[src/rtl/shiftleft_seq_pkg.sv]
// Shared constants and types for the shiftleft_seq sequencer.
//   DataW   : operand/result width
//   ShamtW  : shift-amount width
//   state_e : sequencer state encoding; the unused code 2'd3 decodes to idle
package shiftleft_seq_pkg;

   localparam int unsigned DataW  = 32;
   localparam int unsigned ShamtW = 5;

   typedef enum logic [1:0] {
      StIdle  = 2'd0,
      StShift = 2'd1,
      StDone  = 2'd2
   } state_e;

endpackage

[src/rtl/shiftleft_two.sv]
// Fixed 2-bit logical left shift stage; zeros fill from bit 0.
//   data_i : value to shift
//   data_o : data_i << 2
module shiftleft_two
   import shiftleft_seq_pkg::*;
(
   input  logic [DataW-1:0] data_i,
   output logic [DataW-1:0] data_o
);

   assign data_o = {data_i[DataW-3:0], 2'b00};

endmodule

[src/rtl/shiftleft_seq.sv]
// Multi-cycle logical left shifter: result = data_operand << ctrl_shiftamt, two bit positions
// per cycle with a final single-bit step for odd amounts.
//   clock         : rising-edge clock
//   reset         : synchronous, active-high
//   start         : request, accepted in idle or done only
//   data_operand  : value to shift, sampled on accept
//   ctrl_shiftamt : shift amount 0..31, sampled on accept
//   result        : working/result register, final from done until next accept
//   busy          : high while shifting
//   done          : one-cycle pulse when result is final
module shiftleft_seq
   import shiftleft_seq_pkg::*;
(
   input  logic              clock,
   input  logic              reset,
   input  logic              start,
   input  logic [DataW-1:0]  data_operand,
   input  logic [ShamtW-1:0] ctrl_shiftamt,
   output logic [DataW-1:0]  result,
   output logic              busy,
   output logic              done
);

   state_e             state_q, state_d;
   logic [DataW-1:0]   result_q, result_d;
   logic [ShamtW-1:0]  remaining_q, remaining_d;
   logic [DataW-1:0]   result_shl2;

   shiftleft_two u_shiftleft_two (
      .data_i (result_q),
      .data_o (result_shl2)
   );

   always_comb begin
      state_d     = state_q;
      result_d    = result_q;
      remaining_d = remaining_q;

      case (state_q)
         StShift: begin
            if (remaining_q >= ShamtW'(2)) begin
               result_d    = result_shl2;
               remaining_d = remaining_q - ShamtW'(2);
            end else if (remaining_q == ShamtW'(1)) begin
               result_d    = {result_q[DataW-2:0], 1'b0};
               remaining_d = '0;
            end
            // A zero count here can only come from a corrupted state; finish rather than hang.
            if (remaining_d == '0) begin
               state_d = StDone;
            end
         end
         // Idle, done, and the unused encoding all accept a new request or settle in idle.
         default: begin
            if (start) begin
               result_d    = data_operand;
               remaining_d = ctrl_shiftamt;
               state_d     = (ctrl_shiftamt == '0) ? StDone : StShift;
            end else begin
               state_d = StIdle;
            end
         end
      endcase
   end

   always_ff @(posedge clock) begin
      if (reset) begin
         state_q     <= StIdle;
         result_q    <= '0;
         remaining_q <= '0;
      end else begin
         state_q     <= state_d;
         result_q    <= result_d;
         remaining_q <= remaining_d;
      end
   end

   assign result = result_q;
   assign busy   = (state_q == StShift);
   assign done   = (state_q == StDone);

endmodule

[config.mk]
export PLATFORM = sky130hd
export DESIGN_NAME = shiftleft_seq
export DESIGN_NICKNAME = d
export VERILOG_FILES = /design/src/rtl/shiftleft_seq_pkg.sv /design/src/rtl/shiftleft_two.sv /design/src/rtl/shiftleft_seq.sv
export SDC_FILE = /design/constraint.sdc
export NUM_CORES = 1
export LEC_CHECK = 0
export ABC_CLOCK_PERIOD_IN_PS = 2470
export BUFFER_PORTS_ARGS = -buffer_cell sky130_fd_sc_hd__buf_2
export CAP_MARGIN = 5
export CORE_UTILIZATION = 47
export DETAILED_ROUTE_END_ITERATION = 7
export PLACE_DENSITY = 0.76
export SLEW_MARGIN = 10
export SYNTH_ARGS = -nofsm -noshare
export SYNTH_HDL_FRONTEND = slang
export SYNTH_HIERARCHICAL = 1
export SYNTH_SLANG_ARGS = --single-unit
[constraint.sdc]
create_clock -name clock -period 2.47 [get_ports clock]
set_input_delay 0.741 -clock clock [delete_from_list [all_inputs] [get_ports clock]]
set_output_delay 0.741 -clock clock [all_outputs]
set_load 0.05 [all_outputs]
==> flow_summary.json, run 1 <==
{
  "status": "completed",
  "worstPathRequired_ns": 2.65,
  "dpl.hpwl_um": 4100,
  "worst_pin_slew_ns": 0.741,
  "post-cts-setup-buffers": 0,
  "drtAntennaViolNets": 0,
  "io_buffers": 73,
  "fp.dieH_um": 75.4,
  "grt_pass1_vias": 2161,
  "slew_violations": 0,
  "n_fill_cell": 533,
  "leakagePower_nw": 1.16,
  "syn-instance-count": 325,
  "vias_per_cell": 5.90,
  "drive_gt1_share_pct": 27.6,
  "wl_per_cell_um": 14.3,
  "avgSynthCellArea_um2": 7.79,
  "reg2reg_from": "remaining_q[2]$_SDFFE_PP0P_",
  "finalCritPeriodShare_pct": 89.3,
  "synth-seq-cells": 39,
  "synth.distinct_cells": 33,
  "clk_latency_ns": 0.29,
  "crit_path_start": "remaining_q[2]$_SDFFE_PP0P_",
  "syn_area_um2": 2530,
  "synthArstFlopShare_pct": 0,
  "min-delay-path-class": "flop to flop",
  "yosysSeqAreaShare_pct": 30.8,
  "cp-endpoint": "result[7]$_SDFFE_PP0P_",
  "layout_commonest_cell": "buf_2",
  "fmax_ghz": 0.453,
  "antenna_cells": 0,
  "overflow": 0,
  "cts.htree.levels": 2,
  "num_rows": 26,
  "synth_edf_count": 0,
  "rsz0062_at_grt": "false",
  "antenna_found_initial": 0,
  "cts_buffers": 5,
  "final_cell_mix": "buf_2, nand3_1, dfxtp_1",
  "finalSetupViolCount": 0,
  "crit_path_end_kind": "flop",
  "skew_ns": 0.00816,
  "drtIter0Drc": 229,
  "path_class": "flop to flop",
  "worstPathMaxFanout": 17,
  "clk_pin_slew_ns": 0.08,
  "via_count": 2508,
  "hold_buffers": 0,
  "startpoint_type": "flop",
  "core_um2": 5140,
  "fin_util_pct": 54.9,
  "die_w_um": 75.4,
  "yosysWarnings": 6,
  "dr.pass1.iters": 5,
  "cts_tree": "yes",
  "drc": 0,
  "ir_worst_vdd_mv": 0.609,
  "drv_cap": 0,
  "period_minus_slack_ns": 2.21,
  "grt_usage_pct": 22.6,
  "dieArea_um2": 5690,
  "reg2reg_to": "result[7]$_SDFFE_PP0P_",
  "layout.nets": 395,
  "cp.arrival_ns": 2.39,
  "slew_headroom_pct": 50.2,
  "gp_congestion": 0.837,
  "routed_wl_um": 6100,
  "ff_latch_area_um2": 781,
  "clockBufferDepth": 2,
  "ys.flop_type": "dfxtp_1",
  "area_growth_pct": 11.4,
  "grt_max_degree": 41,
  "reg2reg_depth": 7,
  "tns_ns": 0,
  "multi_input_area_um2": 1350,
  "io_pins": 74,
  "cts-root-buf": "clkbuf_8",
  "grt_pass1_wl_um": 10000,
  "power.density_nw_per_um2": 1030,
  "ctsResizeCount": 0,
  "initial_core_util_pct": 49.3,
  "hold_violations": 0,
  "finalHoldWorstSlack_ns": 0.485,
  "clock-sinks": 39,
  "ff2ff_setup_slack_ns": 0.26
}
[worst max-delay path: stages, from the launching register on]
cell      delay, ns
dfxtp_1        0.37
inv_1          0.09
ha_1           0.16
or3b_1         0.38
a2111o_1       0.45
and3_1         0.21
buf_4          0.20
a32o_1         0.24
[cells in the mapped netlist (all sizes together) (2+ instances only)]
cell type / instances / share of area, %
nand3: 64 / 13
buf: 41 / 12
dfxtp: 39 / 31
o21ai: 37 / 7.3
a32o: 32 / 13
nand2b: 32 / 7.9
clkbuf: 24 / 3.6
a21oi: 7 / 1.4
nor2: 7 / 1.0
nand2: 6 / 0.89
inv: 5 / 0.74
nor3: 5 / 0.99
nor2b: 3 / 0.74
nor3b: 3 / 0.89
a211oi: 2 / 0.59
a32oi: 2 / 0.69
nor4: 2 / 0.49
or3b: 2 / 0.69
[logic make-up (layout without fill, tap and decap cells)]
| family | after synthesis | count (layout) | synth area share (%) |
|---|---|---|---|
| buffers and inverters | 70 | 99 | 16.4 |
| DFF | 39 | 39 | 30.8 |
| other | 1 | 2 | 0.148 |
| AOI/OAI and AO/OA | 88 | 88 | 25.2 |
| and+or+nand+nor | 126 | 126 | 26.9 |
| adders and majority gates | 1 | 1 | 0.494 |
[layout make-up]
cell class                 count  area share [%]
multi-input combinational    217            48.0
sequential                    39            27.7
timing repair buffer          86            16.4
tap                           70            3.10
clock buffer                   6            2.93
clock inverter                 2            1.24
inverter                       5           0.665
[state kept, by name, summed over array words and instances, names as in the netlist]
register and flops:
remaining_q 5, state_q 2, result 32
[worst min path at each step]
stage | endpoint | cells after the start | startpoint
2_1_floorplan | remaining_q[4]$_SDFFE_PP0P_ | 2 | remaining_q[4]$_SDFFE_PP0P_
3_3_place_gp | result[31]$_SDFFE_PP0P_ | 1 | result[31]$_SDFFE_PP0P_
3_5_place_dp | result[31]$_SDFFE_PP0P_ | 1 | result[31]$_SDFFE_PP0P_
4_1_cts | result[31]$_SDFFE_PP0P_ | 1 | result[31]$_SDFFE_PP0P_
5_1_grt | result[31]$_SDFFE_PP0P_ | 1 | result[31]$_SDFFE_PP0P_
6_report | result[31]$_SDFFE_PP0P_ | 1 | result[31]$_SDFFE_PP0P_
[where the power goes]
group / switching, mW / internal, mW
combinational: 1.01 / 0.435
sequential: 0.139 / 0.767
clock: 0.229 / 0.327
total: 1.37 / 1.53
[metal layers]
layer	wire (µm)	part of all wire (%)	vias to the layer above	track usage, %
met2	2880	47	103	37.6
met5	0	0	-	0
met1	2780	46	1179	29.6
met4	78	1.3	0	7.82
li1	-	-	1217	-
met3	360	5.9	9	3.97
[through the flow]
| stage | instance area [µm²] | power, mW | instances | setup WS (ns) |
|---|---|---|---|---|
| floorplan | 2540 | 2.15 | 326 | 0.0484 |
| global placement | 2700 | 2.33 | 417 | 0.355 |
| detailed placement | 2700 | 2.36 | 417 | 0.282 |
| CTS | 2820 | 2.91 | 425 | 0.263 |
| global route | 2820 | 3.09 | 425 | 0.186 |
| finish | 2820 | 2.90 | 425 | 0.264 |
Power figures use the tool's default switching activity.
==> run 2: changes to the inputs <==
ABC_CLOCK_PERIOD_IN_PS = 2610   (was 2470)
CORE_UTILIZATION = 50   (was 47)
CTS_CLUSTER_DIAMETER = 100   (was default)
PLACE_DENSITY = 0.78   (was 0.76)
clock period = 2.61 ns   (was 2.47 ns; I/O delays follow)
==> run 2 against run 1 <==
Sequential power fell by 5.2%. Flip-flop and latch count did not move. Power shrank 10%. Via count is essentially flat. Clock skew down 0.0014 ns. Worst hold slack got worse by 0.010 ns. Non-clock buffer count fell by 4. Utilization up 2.9 points. Setup slack got worse by 0.035 ns. Sequential share of layout area grew 0.55 points. Wire length rose by 0.49%. Fmax decreased by 7.3%. Critical endpoint is now result[29]$_SDFFE_PP0P_. Largest cell class unchanged. Largest power group unchanged.
==> flow_summary.json, run 2 (same netlist as run 1, synthesis figures left out) <==
{
  "startpoint_type": "flop",
  "worstPathCellList": "inv_1 -> ha_1 -> or3b_1 -> a2111o_1 -> and3_1 -> buf_4 -> a32o_1",
  "period_minus_slack_ns": 2.38,
  "rsz0062_at_grt": "false",
  "clk_latency_ns": 0.29,
  "worst_pin_slew_ns": 0.718,
  "initial_core_util_pct": 52.9,
  "skew_ns": 0.00677,
  "core_um2": 4790,
  "dpl.hpwl_um": 4020,
  "finalHoldWorstSlack_ns": 0.474,
  "largest_reg_flops": 32,
  "num_rows": 25,
  "clockBufferDepth": 2,
  "drtAntennaViolNets": 0,
  "hold_violations": 0,
  "finalSetupViolCount": 0,
  "slowest_delay_ns": 0.44,
  "cp_slowest_cell": "a2111o_1",
  "grt_pass1_wl_um": 10200,
  "path_class": "flop to flop",
  "layout_commonest_cell": "buf_2",
  "n_fill_cell": 490,
  "grt_pass1_vias": 2340,
  "final_cells": 418,
  "io_buffers": 73,
  "power_mw": 2.61,
  "slew_headroom_pct": 51.7,
  "grt_usage_pct": 24.2,
  "drtIter0Drc": 258,
  "power.density_nw_per_um2": 944,
  "cts_tree": "yes",
  "worstPathMaxFanout": 26,
  "cts-root-buf": "clkbuf_8",
  "die_w_um": 73.2,
  "final_cell_mix": "buf_2, nand3_1, dfxtp_1",
  "worstPathRequired_ns": 2.79,
  "hold_buffers": 0,
  "wl_per_cell_um": 14.7,
  "vias_per_cell": 6.00,
  "slew_violations": 0,
  "via_count": 2507,
  "fmax_ghz": 0.420,
  "clk_pin_slew_ns": 0.08,
  "tns_ns": 0,
  "grt_max_degree": 41,
  "drive_gt1_share_pct": 26.8,
  "area_growth_pct": 9.24,
  "ir_worst_vdd_mv": 0.619,
  "leakagePower_nw": 1.13,
  "cts_buffers": 5,
  "routed_wl_um": 6130,
  "post-cts-setup-buffers": 0,
  "overflow": 0,
  "io_pins": 74,
  "gp_congestion": 0.889,
  "status": "completed",
  "drc": 0,
  "clock-sinks": 39,
  "cp.arrival_ns": 2.56,
  "layout.nets": 391,
  "crit_path_end_kind": "flop",
  "antenna_found_initial": 0,
  "cts.htree.levels": 2,
  "finalCritPeriodShare_pct": 91.2,
  "post-place-cells": 410,
  "dr.pass1.iters": 5,
  "drv_cap": 0,
  "ctsResizeCount": 0,
  "min-delay-path-class": "flop to flop",
  "antenna_cells": 0,
  "dieArea_um2": 5350,
  "fp.dieH_um": 73.2
}
[run 2: cell types whose count changed in the layout (fill, tap and decap cells not counted)]
cell       previous run  this run
buf_12                0         1
clkinv_2              1         3
clkbuf_8              6         5
bufinv_16             1         0
buf_4                13         8
[run 2: path summary, 6_finish.rpt]
path / start / depth (start not counted) / slack [ns] / endpoint
min reg2reg: result[31]$_SDFFE_PP0P_ / 1 / 0.47 / result[31]$_SDFFE_PP0P_
min: result[31]$_SDFFE_PP0P_ / 1 / 0.47 / result[31]$_SDFFE_PP0P_
max: remaining_q[1]$_SDFFE_PP0P_ / 7 / 0.23 / result[29]$_SDFFE_PP0P_
max reg2reg: remaining_q[1]$_SDFFE_PP0P_ / 7 / 0.23 / result[29]$_SDFFE_PP0P_
[run 2: critical path, delay by kind of cell, from the launching register on]
family                   cells  cell delay [ns]
buffers and inverters        2             0.36
AND/OR/NAND/NOR              2             0.65
flip-flops                   1             0.38
AO/OA/AOI/OAI                2             0.69
adder cells (fa/ha/maj)      1             0.17
[run 2: final cells by class]
cell class / count / area, µm² / share of cell area [%]
multi-input combinational: 217 / 1350 / 48.9
timing repair buffer: 82 / 445 / 16.1
clock buffer: 5 / 68.8 / 2.49
tap: 67 / 83.8 / 3.03
sequential: 39 / 781 / 28.2
inverter: 5 / 18.8 / 0.678
clock inverter: 3 / 15.0 / 0.543
[run 2: metrics by stage]
stage	worst slack, ns	cell area (µm²)	utilization (%)
after floorplan	0.188	2540	-
after global placement	0.347	2680	56.1
after detailed placement	0.267	2680	56.1
after CTS	0.247	2770	57.8
after global routing	0.138	2770	57.8
final	0.229	2770	57.8
[run 2: layer usage]
metal | routed length [µm] | up-vias | share of wire, % | GRT usage (%)
li1 | - | 1212 | - | -
met1 | 2670 | 1151 | 44 | 30.3
met2 | 2810 | 119 | 46 | 38.9
met5 | 0 | - | 0 | 0
met4 | 225 | 0 | 3.7 | 14.6
met3 | 422 | 25 | 6.9 | 4.14
[run 2: power breakdown]
part           internal, mW  leakage (nW)  total, mW  switching, mW
logic                 0.401         0.755       1.36          0.957
registers             0.726         0.322      0.858          0.132
clock network         0.183        0.0477      0.396          0.213
total                  1.31          1.13       2.61           1.30
==> run 3: changes to the inputs <==
ABC_AREA = 1   (was default)
PLACE_DENSITY = 0.77   (was 0.78)
==> run 3 against run 2 <==
First-iteration DRC count decreased by 30%. Clock skew up 0.00067 ns. Sequential power is 11% lower. Global-route usage down 2.9 points. Synthesized cell count grew 22%. Setup slack gained 0.34 ns. Worst hold slack better by 0.033 ns. Synthesized area increased by 1.9%. Utilization rose by 0.39 points. Count of clock-buffer cells in the layout increased by 1. Cell area increased by 2.0%. Wire length fell by 8.5%. Critical path type unchanged. Largest power group unchanged.
==> flow_summary.json, run 3 <==
{
  "netlist.area_leader.share_pct": 30.2,
  "min-delay-path-class": "flop to flop",
  "crit_path_end_kind": "flop",
  "clockBufferDepth": 2,
  "hold_buffers": 0,
  "final_cells": 497,
  "synth_area_leader_cell": "dfxtp_1",
  "dr.pass1.iters": 4,
  "synth_edf_count": 0,
  "n_fill_cell": 493,
  "worstPathMaxFanout": 64,
  "drtIter0Drc": 181,
  "dieArea_um2": 5450,
  "p_sw_mw": 1.12,
  "status": "completed",
  "final_cell_mix": "nand2_1, buf_2, a21oi_1",
  "p_comb_share_pct": 46.6,
  "swShare_pct": 45.9,
  "ff2ff_setup_slack_ns": 0.57,
  "syn-instance-count": 396,
  "grt_pass1_wl_um": 9160,
  "synth_area_leaders": "dfxtp_1, nand2_1, a21oi_1, buf_4, o211ai_1",
  "synthArstFlopShare_pct": 0,
  "avgSynthCellArea_um2": 6.52,
  "postPlaceCellArea_um2": 2700,
  "antenna_cells": 0,
  "dpl.hpwl_um": 3880,
  "post-route-cell-area_um2": 2820,
  "cts_buffers": 5,
  "seqPwrFrac_pct": 31.5,
  "drc": 0,
  "path_class": "flop to flop",
  "p_int_mw": 1.32,
  "leakagePower_nw": 1.43,
  "die_w_um": 73.9,
  "grt_usage_pct": 21.3,
  "clk_latency_ns": 0.29,
  "finalCritPeriodShare_pct": 78.2,
  "skew_ns": 0.00744,
  "initial_core_util_pct": 53.2,
  "synth-seq-cells": 39,
  "grt_max_degree": 65,
  "fin_util_pct": 58.2,
  "hold_violations": 0,
  "syn_area_um2": 2580,
  "rsz0062_at_grt": "false",
  "grt_pass1_vias": 2107,
  "power_mw": 2.44,
  "area_growth_pct": 9.31,
  "worst_pin_slew_ns": 0.628,
  "slew_violations": 0,
  "finalSetupViolCount": 0,
  "layout_commonest_cell": "nand2_1",
  "routed_wl_um": 5610,
  "fp.dieH_um": 73.9,
  "post-place-cells": 489,
  "crit_path_start": "remaining_q[1]$_SDFFE_PP0P_",
  "synth.distinct_cells": 27,
  "reg2reg_from": "remaining_q[1]$_SDFFE_PP0P_",
  "cts.htree.levels": 2,
  "slew_headroom_pct": 58.1,
  "reg2reg_to": "result[7]$_SDFFE_PP0P_",
  "clock-sinks": 39,
  "ys.flop_type": "dfxtp_1",
  "ir_worst_vdd_mv": 0.562,
  "power.density_nw_per_um2": 864,
  "post-cts-setup-buffers": 0,
  "finalHoldWorstSlack_ns": 0.508,
  "overflow": 0,
  "setup_slack_ns": 0.569,
  "via_count": 2463,
  "tns_ns": 0,
  "yosysWarnings": 6,
  "startpoint_type": "flop",
  "period_minus_slack_ns": 2.04,
  "cp-endpoint": "result[7]$_SDFFE_PP0P_",
  "cts-root-buf": "clkbuf_8",
  "fmax_ghz": 0.490,
  "synth_most_common_cell": "nand2_1",
  "place_ws_ns": 0.613,
  "io_buffers": 73,
  "drtAntennaViolNets": 0,
  "ys_top_cells_by_count": "nand2_1, a21oi_1, inv_1",
  "vias_per_cell": 4.96,
  "reg2reg_depth": 9,
  "largest_reg_flops": 32,
  "num_rows": 25,
  "yosysSeqAreaShare_pct": 30.2,
  "drv_cap": 0,
  "cts_tree": "yes",
  "cp.arrival_ns": 2.22,
  "clk_pin_slew_ns": 0.08,
  "layout.nets": 470,
  "wl_per_cell_um": 11.3,
  "clock_power_share_pct": 21.9,
  "antenna_found_initial": 0,
  "io_pins": 74,
  "core_um2": 4850,
  "ctsResizeCount": 0,
  "drive_gt1_share_pct": 22.1,
  "gp_congestion": 0.900,
  "worstPathRequired_ns": 2.79
}
==> run 3: cell count changes after synthesis, sizes merged, moves of 40 or more <==
cell | previous run | this run
nand2 | 6 | 123
a21oi | 7 | 66
nand3 | 64 | 8
inv | 5 | 45
==> run 3: worst min path at each step <==
stage / depth (start not counted) / to / from
2_1_floorplan: 2 / remaining_q[1]$_SDFFE_PP0P_ / remaining_q[1]$_SDFFE_PP0P_
3_3_place_gp: 2 / result[0]$_SDFFE_PP0P_ / result[0]$_SDFFE_PP0P_
3_5_place_dp: 2 / result[0]$_SDFFE_PP0P_ / result[0]$_SDFFE_PP0P_
4_1_cts: 2 / result[0]$_SDFFE_PP0P_ / result[0]$_SDFFE_PP0P_
5_1_grt: 2 / result[0]$_SDFFE_PP0P_ / result[0]$_SDFFE_PP0P_
6_report: 2 / result[0]$_SDFFE_PP0P_ / result[0]$_SDFFE_PP0P_
==> run 3: layer usage <==
metal	wire, µm	GRT usage (%)	up-vias
met4	31	5.56	0
met1	2570	27.8	1071
met5	0	0	-
li1	-	-	1312
met2	2630	35.2	76
met3	385	4.80	4
==> run 3: kinds of logic (layout without fill, tap and decap cells) <==
logic type	count (synthesis)	count (layout)	share of synthesized area, %
AOI/OAI and AO/OA	107	107	24.1
xor gates and xnor gates	1	1	0.339
adders and majority gates	1	1	0.485
buffers and inverters	102	135	21.7
DFF	39	39	30.2
other	1	2	0.145
and+or+nand+nor	145	145	23.0
==> run 3: final cells by class <==
cell class / instances / area, µm² / area share (%)
multi-input cells: 256 / 1240 / 44.1
flip-flops and latches: 39 / 781 / 27.7
repair buffers: 80 / 418 / 14.8
inverters: 47 / 176 / 6.25
well taps: 67 / 83.8 / 2.97
clock buffers: 6 / 82.6 / 2.93
clock inverters: 2 / 35.0 / 1.24
==> run 3: worst max-delay path, cell delays in order, from the launching register on <==
cell and delay, ns:
dfxtp_1 0.36, inv_1 0.16, ha_1 0.25, nand3_2 0.16
nor2_8 0.15, nand3_2 0.09, nand2_4 0.48, nand2_1 0.12
nand2_1 0.09, a21oi_1 0.04
==> run 3: power by group through the flow <==
stage          logic [mW]  registers [mW]  clock network (mW)
2_1_floorplan       0.746            1.07                   0
5_1_grt              1.26           0.780               0.567
4_1_cts              1.13           0.766               0.544
3_5_place_dp         1.13           0.780                   0
3_3_place_gp         1.12           0.781                   0
6_report             1.14           0.767               0.534
